--- src/rtl/noc_traffic_sequencer.sv ---
// Run controller for the mesh traffic-generator PEs: drives start/enableSend,
// collects per-PE done, sequences concurrent or serial injection, drain and finish.
module noc_traffic_sequencer #(
  parameter int unsigned X            = 4,
  parameter int unsigned Y            = 4,
  parameter int unsigned PE_W         = 4,
  parameter int unsigned CNT_W        = 32,
  parameter int unsigned DRAIN_CYCLES = 100,
  parameter int unsigned TIMEOUT      = 100000
) (
  input  logic               clk,
  input  logic               rstn,
  input  logic               i_go,
  input  logic               i_mode,
  input  logic [X*Y-1:0]     i_pe_done,
  output logic               o_start,
  output logic [X*Y-1:0]     o_enable_send,
  output logic               o_busy,
  output logic               o_run_done,
  output logic               o_timeout,
  output logic [PE_W-1:0]    o_active_pe,
  output logic [CNT_W-1:0]   o_cycle_count
);

  localparam int unsigned N       = X * Y;
  localparam int unsigned DRAIN_W = $clog2(DRAIN_CYCLES + 1);
  localparam logic [DRAIN_W-1:0] DRAIN_LAST = DRAIN_W'(DRAIN_CYCLES - 1);
  localparam logic [CNT_W-1:0]   TIMEOUT_V  = CNT_W'(TIMEOUT);
  localparam bit                 TO_EN      = (TIMEOUT != 0);

  localparam logic [1:0] IDLE   = 2'd0;
  localparam logic [1:0] INJECT = 2'd1;
  localparam logic [1:0] DRAIN  = 2'd2;
  localparam logic [1:0] FINISH = 2'd3;

  logic [1:0]         state_r, state_s;
  logic               mode_r, mode_s;
  logic [N-1:0]       finished_r, finished_s;
  logic [N-1:0]       fin_now_s, handoff_s, enable_s;
  logic [DRAIN_W-1:0] drain_cnt_r, drain_cnt_s;
  logic [PE_W-1:0]    active_s;
  logic [CNT_W-1:0]   count_s, count_inc_s;
  logic               timeout_s;

  // Next-state and next-output computation for the run sequencer.
  always_comb begin
    state_s     = state_r;
    mode_s      = mode_r;
    finished_s  = finished_r;
    enable_s    = o_enable_send;
    drain_cnt_s = drain_cnt_r;
    active_s    = o_active_pe;
    count_s     = o_cycle_count;
    timeout_s   = o_timeout;
    // done is forced high by PEs whose enable is low, so only enabled bits count
    fin_now_s   = o_enable_send & i_pe_done;
    handoff_s   = mode_r ? (fin_now_s << 1) : {N{1'b0}};
    if (o_cycle_count == {CNT_W{1'b1}}) begin
      count_inc_s = o_cycle_count;
    end else begin
      count_inc_s = o_cycle_count + CNT_W'(1'b1);
    end

    case (state_r)
      IDLE: begin
        if (i_go) begin
          state_s    = INJECT;
          mode_s     = i_mode;
          finished_s = {N{1'b0}};
          count_s    = {CNT_W{1'b0}};
          timeout_s  = 1'b0;
          active_s   = {PE_W{1'b0}};
          enable_s   = i_mode ? {{(N-1){1'b0}}, 1'b1} : {N{1'b1}};
        end else begin
          enable_s   = {N{1'b0}};
        end
      end
      INJECT: begin
        count_s    = count_inc_s;
        finished_s = finished_r | fin_now_s;
        // serial handoff: next PE enabled on the same edge the active one finishes
        enable_s   = (o_enable_send & ~fin_now_s) | handoff_s;
        if (mode_r && (|fin_now_s) && (o_active_pe != PE_W'(N - 1))) begin
          active_s = o_active_pe + PE_W'(1'b1);
        end else begin
          active_s = o_active_pe;
        end
        // completion takes priority over a timeout landing on the same edge
        if (&finished_s) begin
          state_s     = DRAIN;
          enable_s    = {N{1'b0}};
          drain_cnt_s = {DRAIN_W{1'b0}};
        end else if (TO_EN && (count_inc_s == TIMEOUT_V)) begin
          state_s     = DRAIN;
          enable_s    = {N{1'b0}};
          timeout_s   = 1'b1;
          drain_cnt_s = {DRAIN_W{1'b0}};
        end else begin
          state_s     = INJECT;
        end
      end
      DRAIN: begin
        enable_s = {N{1'b0}};
        if (drain_cnt_r == DRAIN_LAST) begin
          state_s     = FINISH;
          drain_cnt_s = {DRAIN_W{1'b0}};
        end else begin
          drain_cnt_s = drain_cnt_r + DRAIN_W'(1'b1);
        end
      end
      FINISH: begin
        state_s  = IDLE;
        enable_s = {N{1'b0}};
      end
      default: begin
        state_s  = IDLE;
        enable_s = {N{1'b0}};
      end
    endcase
  end

  // State and registered outputs.
  always_ff @(posedge clk or negedge rstn) begin
    if (!rstn) begin
      state_r       <= IDLE;
      mode_r        <= 1'b0;
      finished_r    <= {N{1'b0}};
      drain_cnt_r   <= {DRAIN_W{1'b0}};
      o_start       <= 1'b0;
      o_enable_send <= {N{1'b0}};
      o_busy        <= 1'b0;
      o_run_done    <= 1'b0;
      o_timeout     <= 1'b0;
      o_active_pe   <= {PE_W{1'b0}};
      o_cycle_count <= {CNT_W{1'b0}};
    end else begin
      state_r       <= state_s;
      mode_r        <= mode_s;
      finished_r    <= finished_s;
      drain_cnt_r   <= drain_cnt_s;
      o_start       <= (state_s == INJECT) || (state_s == DRAIN);
      o_enable_send <= enable_s;
      o_busy        <= (state_s != IDLE);
      o_run_done    <= (state_s == FINISH);
      o_timeout     <= timeout_s;
      o_active_pe   <= active_s;
      o_cycle_count <= count_s;
    end
  end

endmodule

--- config.mk ---
export PLATFORM = sky130hd
export DESIGN_NAME = noc_traffic_sequencer
export DESIGN_NICKNAME = d
export VERILOG_FILES = /design/src/rtl/noc_traffic_sequencer.sv
export SDC_FILE = /design/constraint.sdc
export NUM_CORES = 1
export LEC_CHECK = 0
export ABC_AREA = 1
export BUFFER_PORTS_ARGS = -buffer_cell sky130_fd_sc_hd__buf_2
export CAP_MARGIN = 20
export CORE_ASPECT_RATIO = 0.75
export CORE_UTILIZATION = 62
export CTS_CLUSTER_SIZE = 40
export DETAILED_ROUTE_END_ITERATION = 12
export GPL_TIMING_DRIVEN = 0
export HOLD_SLACK_MARGIN = 0.03
export PLACE_DENSITY_LB_ADDON = 0.25
export SYNTH_ARGS = -nofsm -noshare
export SYNTH_HDL_FRONTEND = slang
export SYNTH_SLANG_ARGS = --single-unit
--- constraint.sdc ---
create_clock -name clk -period 7.1 [get_ports clk]
set_input_delay 0.355 -clock clk [delete_from_list [all_inputs] [get_ports clk]]
set_output_delay 0.355 -clock clk [all_outputs]
set_load 0.1 [all_outputs]
==> results of run 1 <==
## kinds of logic after synthesis
family | count (synthesis) | share of synthesized area, %
fa+ha+maj | 5 | 1.30
flops | 82 | 42.6
buf+inv | 108 | 8.75
compound gates | 88 | 10.5
xor+xnor | 10 | 1.82
simple gates | 397 | 35.1
## registers in the layout, summed over array words and instances (netlist names)
register	count
drain_cnt_r	7
finished_r	16
mode_r	1
o_active_pe	4
o_busy	1
o_cycle_count	32
o_enable_send	16
o_run_done	1
o_start	1
o_timeout	1
state_r	2
## layout make-up
cell class / instances / share of cell area, %
Buffer: 13 / 1.17
Clock buffer: 12 / 2.80
Clock inverter: 4 / 0.474
Inverter: 95 / 6.43
Multi-Input combinational cell: 500 / 42.3
Sequential cell: 82 / 37.0
Tap cell: 101 / 2.28
Timing Repair Buffer: 77 / 7.49
## per-stage QoR
step	setup WS, ps	std cells
floorplan	3860	690
global placement	3930	866
detailed placement	3860	867
CTS	3820	884
global route	3530	884
finish	3700	884
## placed cells by master, fill, tap and decap left out, drive strengths merged, types with 4 or more instances in the layout
master	instances
buf	79
clkbuf	22
clkinv	4
dfrtp	82
ha	5
inv	94
nand2	225
nand3	54
nand4	11
nor2	98
o21ai	46
o22ai	34
xor2	10
## worst paths after layout
kind,start,endpoint,slack (ps),depth (start not counted)
max,o_cycle_count[0],o_start,3700,18
min,i_pe_done[0],o_enable_send[0],260,4
max reg2reg,o_cycle_count[0],o_start,3700,18
min reg2reg,o_timeout,o_timeout,480,2
max in group asynchronous,rstn,o_enable_send[14],6030,3
min in group asynchronous,rstn,o_cycle_count[25],470,2
## routing by layer
metal	routed length [um]	GRT usage [%]
met5	0	0
met4	143	9.43
met3	1840	11.2
met2	6260	53.4
met1	6510	57.5
## where the power goes
group	internal (uW)	switching (uW)	leakage, uW
Combinational	314	1380	0.00174
Clock	146	174	0.0000924
Sequential	623	159	0.00104
## critical path, stage by stage (launching register included)
cell     delay [ps]
dfrtp_1         540
ha_1            380
inv_2            90
nor2_4          260
nand2_4         120
nor2_8          200
nand2_4         120
inv_2           200
buf_6           200
nor2_1           80
nand2_1         140
nor2_1           60
nand2_1         120
nor2_2           80
nand2_4         150
nand2_4         120
nand3_4         120
inv_2            40
ha_1            270
==> metrics.yaml, run 1 <==
timing:
  hold_violations: 0
  timing.fmax_mhz: 294
  worst_slew_pin_slew_ps: 1050
  tns_ps: 0
  slew_viol_final: 0
  min_period_ps: 3400
  whs_ps: 262
  period_share_pct: 47.9
  clock_skew_ps: 9.02
  rsz0062_at_grt: "no"
  slew_headroom_pct: 28.9
  finalSetupViolCount: 0
floorplanning:
  die_h_um: 78.4
  core-area_um2: 7430
  start_util_pct: 64.9
  rows: 27
  io-pin-count: 76
  die-area_um2: 8140
  die_x_um: 104
cells_and_area:
  final_util_pct: 74.6
  fin_area_um2: 5540
  fillCellCount: 608
  diodes: 0
  seq_area_um2: 2050
  synthToLayoutAreaGrowth_pct: 15.0
  nNetsFinal: 803
  multi_input_area_um2: 2350
  layout-drive-gt1-share_pct: 14.6
route:
  wirelength_um: 14700
  vias: 5100
  drc: 0
  viasPerCell: 5.77
  dr.first_iter.drc_count: 527
  drt_first_pass_iters: 6
  drtAntennaViolNets: 0
  wire_per_inst_um: 16.7
setup_path:
  crit_fanout: 10
  arrival_ps: 3650
  path_class: "reg2reg"
  worstSetupEndpointType: "flip-flop"
  start_kind: "flip-flop"
  crit_required_ps: 7350
logic_synthesis:
  syn_avg_cell_area_um2: 6.99
  synthTopCellsByCount: "nand2_1 (220), nor2_1 (92), inv_1 (90), dfrtp_1 (82), nand3_1 (52)"
  syn_nets: 715
  syn_area_um2: 4820
  ys_seq_area_share_pct: 42.6
  yosys.area.top_type: "dfrtp_1"
  ys_warn_count: 0
  ys_ff_latch: 82
  synth_edf_count: 0
  synth.top_cell.area_share_pct: 42.6
  synth_cell_types: 34
  synth_area_leaders: "dfrtp_1 (43%), nand2_1 (17%), nor2_1 (7.2%), inv_1 (7.0%), nand3_1 (5.4%)"
  synthMostInstantiatedCell: "nand2_1"
  syn_inst: 690
  synthArstFlopShare_pct: 100
  synthFlopType: "dfrtp_1"
global_route:
  overflow: 0
  grt_use_total_pct: 38.1
  grt_max_degree: 55
  grt_pass1_vias: 4711
  antenna_found_initial: 0
  grt_first_pass_wirelength_um: 23900
clock_tree:
  cts-root-buf: "clkbuf_8"
  postCtsSetupBuffers: 0
  hold_buffers: 1
  post_cts_resized: 0
  h-tree-depth: 3
  cts_tree: "built"
  clkLatencyLatePin_ps: 370
  clockBufferDepth: 2
  cts.sink_count: 82
  cts_buffers: 9
  clk_pin_slew_ps: 80
placement:
  dp_hpwl_um: 11200
  portBuffers: 75
  place_area_um2: 5350
  gp_congestion: 0.997
flow_run:
  maxCapViolCount: 0
min_path:
  min_path_type: "in2reg"
power:
  leakagePower_uw: 0.00287
  pwr_density_cell_nw_per_um2: 504
  power.total_uw: 2790
  ir_worst_vdd_uv: 423
run_status:
  outcome: "completed"
(Power assumes the default switching activity.)
==> run 2: changes to the inputs <==
Settings changed: ABC_AREA 1 to 0, CORE_UTILIZATION 62 to 52.
Clock period 7.1 ns to 2.8 ns, I/O delays scaled along.
==> run 2 against run 1 <==
The run now ends with negative setup slack left. Fmax is 5.6% higher. Worst hold slack lost 190 ps. Die area rose by 23%. Critical path depth down 11. Sequential share of layout area down 4.4 points. Non-clock buffer count increased by 62. Global-route usage is 3.9 points lower. Clock power rose to 3.8 times the previous value. Combinational power decreased by 96%. Highest routed layer unchanged.
==> metrics.yaml, run 2 <==
setup_path:
  r2r-end: "o_start"
  rrSetupSlack_ps: -420  # -4120 ps
  worstSetupEndpointType: "flip-flop"
  r2r_cells: 7  # -11
  path_class: "reg2reg"
  crit_fanout: 10  # unchanged
  start_kind: "flip-flop"
  rr_startpoint: "o_enable_send[6]"
  arrival_ps: 3460  # -190 ps
  crit_required_ps: 3030  # -4320 ps
cells_and_area:
  multi_input_area_um2: 2940  # +25%
  instances_no_fill: 826  # -6.6%
  layout-drive-gt1-share_pct: 33.1  # +19 points
  final_common_cell: "buf_2"
  reg_top3: "o_cycle_count (32), finished_r (16), o_enable_send (16)"
  fillCellCount: 690  # +13%
  seq_area_um2: 2140  # +4.3%
  final_cell_mix: "buf_2 (74), nand2_1 (52), nor2_1 (50), dfrtp_1 (50), buf_4 (46)"
  fin_area_um2: 6550  # +18%
  regMostFlops: "o_cycle_count"
  nNetsFinal: 718  # -11%
  synthToLayoutAreaGrowth_pct: 31.3
  largest_register_ff_count: 32  # unchanged
  diodes: 0  # unchanged
  final_util_pct: 71.3  # -3.3 points
placement:
  gp_congestion: 0.978  # -1.9%
  place_area_um2: 5690  # +6.3%
  portBuffers: 75  # unchanged
  dp_hpwl_um: 11100  # -1.2%
  post-place-cells: 776  # -10%
route:
  dr.first_iter.drc_count: 575  # +9.1%
  drtAntennaViolNets: 0  # unchanged
  wirelength_um: 16700  # +14%
  viasPerCell: 6.53  # +13%
  drt_first_pass_iters: 6  # unchanged
  wire_per_inst_um: 20.3  # +21%
  vias: 5395  # +5.8%
  drc: 0  # unchanged
timing:
  clock_skew_ps: 12.5  # +3.49 ps
  min_period_ps: 3220  # -182 ps
  hold_violations: 0  # unchanged
  timing.fmax_mhz: 310  # +5.6%
  slew_headroom_pct: 49.8  # +21 points
  finalSetupViolCount: 29  # +29
  worst_slew_pin_slew_ps: 754  # -300 ps
  rsz0062_at_grt: "yes"
  setup_ws_ps: -422  # -4120 ps
  tns_ps: -9260  # -9260 ps
  slew_viol_final: 0  # unchanged
  period_share_pct: 115  # +67 points
run_status:
  violations: "negative setup slack"
  outcome: "finished with violations"
power:
  swShare_pct: 22.4  # -39 points
  switchingPower_uw: 556  # -68%
  power.total_uw: 2480  # -11%
  intPower_uw: 1920  # +78%
  combinationalPowerShare_pct: 2.5  # -58 points
  leakagePower_uw: 0.00290  # +0.83%
  pwr-share-seq_pct: 47.8  # +20 points
  clkPwrFrac_pct: 49.7  # +38 points
  pwr_density_cell_nw_per_um2: 378  # -25%
  ir_worst_vdd_uv: 349  # -18%
logic_synthesis:
  synth_cell_types: 63  # +85%
  ys_warn_count: 0  # unchanged
  synth_area_leaders: "dfrtp_1 (41%), o21ai_0 (4.1%), o31ai_1 (4.1%), nand2_1 (4.0%), nor2_1 (3.9%)"
  syn_nets: 597  # -17%
  synth_edf_count: 0  # unchanged
  ys_ff_latch: 82  # unchanged
  syn_area_um2: 4990  # +3.6%
  synth.top_cell.area_share_pct: 41.1  # -1.5 points
  yosys.area.top_type: "dfrtp_1"
  synthTopCellsByCount: "dfrtp_1 (82), nand2_1 (53), nor2_1 (52), o21ai_0 (41), a21oi_1 (31)"
  synthMostInstantiatedCell: "dfrtp_1"
  synthArstFlopShare_pct: 100  # unchanged
  syn_avg_cell_area_um2: 8.73  # +25%
  ys_seq_area_share_pct: 41.1  # -1.5 points
  syn_inst: 572  # -17%
  synthFlopType: "dfrtp_1"
min_path:
  hold_path_end: "o_enable_send[0]"
  holdPathStages: 2  # -2
  min_path_type: "in2reg"
  hp-start: "i_pe_done[0]"
flow_run:
  maxCapViolCount: 0  # unchanged
global_route:
  use_met3_pct: 11.2  # about the same
  overflow: 0  # unchanged
  antenna_found_initial: 0  # unchanged
  grt_pass1_vias: 4868  # +3.3%
  met1_usage_pct: 47.9  # -9.6 points
  grt_max_degree: 44  # -20%
  grtUsageMet2_pct: 48.2  # -5.2 points
  top_usage_layer: "met2"
  grt_use_total_pct: 34.2  # -3.9 points
  grt_first_pass_wirelength_um: 25600  # +7.0%
clock_tree:
  clkLatencyLatePin_ps: 350  # -20 ps
  cts_tree: "built"
  clockBufferDepth: 2  # unchanged
  clk_pin_slew_ps: 60  # -20 ps
  cts_buffers: 9  # unchanged
  h-tree-depth: 3  # unchanged
  cts.sink_count: 82  # unchanged
  cts-root-buf: "clkbuf_16"
floorplanning:
  die_h_um: 86.9  # +11%
  start_util_pct: 54.3  # -11 points
  io-pin-count: 76  # unchanged
  die_x_um: 115  # +11%
  die-area_um2: 10000  # +23%
  rows: 30  # +11%
  core-area_um2: 9200  # +24%
## run 2: cell count changes in the layout (fill, tap and decap cells not counted), moves of 32 or more
cell / delta
inv_1: -71
buf_4: +45
nor2_1: -42
dfrtp_1: -32
nand2_1: -168
o22ai_1: -34
## run 2: worst max path at each step
| stage | slack, ps | end | from |
|---|---|---|---|
| final | -420 | o_start | o_enable_send[6] |
| after global routing | -550 | o_start | o_cycle_count[1] |
| after CTS | -370 | o_start | o_cycle_count[1] |
| after detailed placement | -960 | o_start | o_cycle_count[0] |
| after global placement | -980 | o_start | o_cycle_count[0] |
| after floorplan | -620 | o_start | o_cycle_count[0] |
## run 2: what timing repair did
item	in CTS	in global routing
hold buffers	2	0
pin swaps	30	13
endpoints found under the setup margin	29	29
cloned	0	1
hold endpoints to repair	40	0
resized for setup	48	12
setup buffers	41	11
## run 2: area by class of cell
type                       instances  share of cell area [%]
buffer                            25                    1.93
clock buffer                      11                    3.70
clock inverter                     5                   0.955
inverter                          20                    1.15
multi-input combinational        428                    44.8
sequential                        82                    32.6
tap                              128                    2.44
timing repair buffer             127                    12.4
## run 2: kinds of logic after synthesis
group / Yosys count / share of synthesized area (%)
AOI/OAI and AO/OA: 180 / 24.0
adders and majority gates: 5 / 1.25
and+or+nand+nor: 219 / 23.9
DFF: 82 / 41.1
buffers and inverters: 62 / 5.46
muxes: 2 / 0.401
xor gates and xnor gates: 22 / 3.86
## run 2: power groups by stage
stage               clock [uW]  sequential, uW  combinational, uW
floorplan                    0            1210               5.18
global placement             0            1210               56.6
detailed placement           0            1210               61.4
CTS                       1240            1180               63.6
global route              1270            1180               70.7
finish                    1230            1180               63.1
## run 2: layer usage
metal | up-vias | wire [um]
met5 | - | 0
met4 | 0 | 442
met3 | 57 | 2120
met2 | 352 | 7150
met1 | 2578 | 7020
li1 | 2408 | -
## run 2: metrics by stage
stage	hold WS, ps	worst slack [ps]
6_report	72.5	-422
5_1_grt	84.5	-554
4_1_cts	51.9	-369
3_5_place_dp	155	-957
3_3_place_gp	359	-976
2_1_floorplan	-156	-621
## run 2: critical path: stages (launching register included)
cell and delay, ps:
dfrtp_1 510, a21oi_1 120, nor4_1 570, nand4_1 540, nand2_2 400, clkbuf_1 500, o21a_1 260, ha_4 210
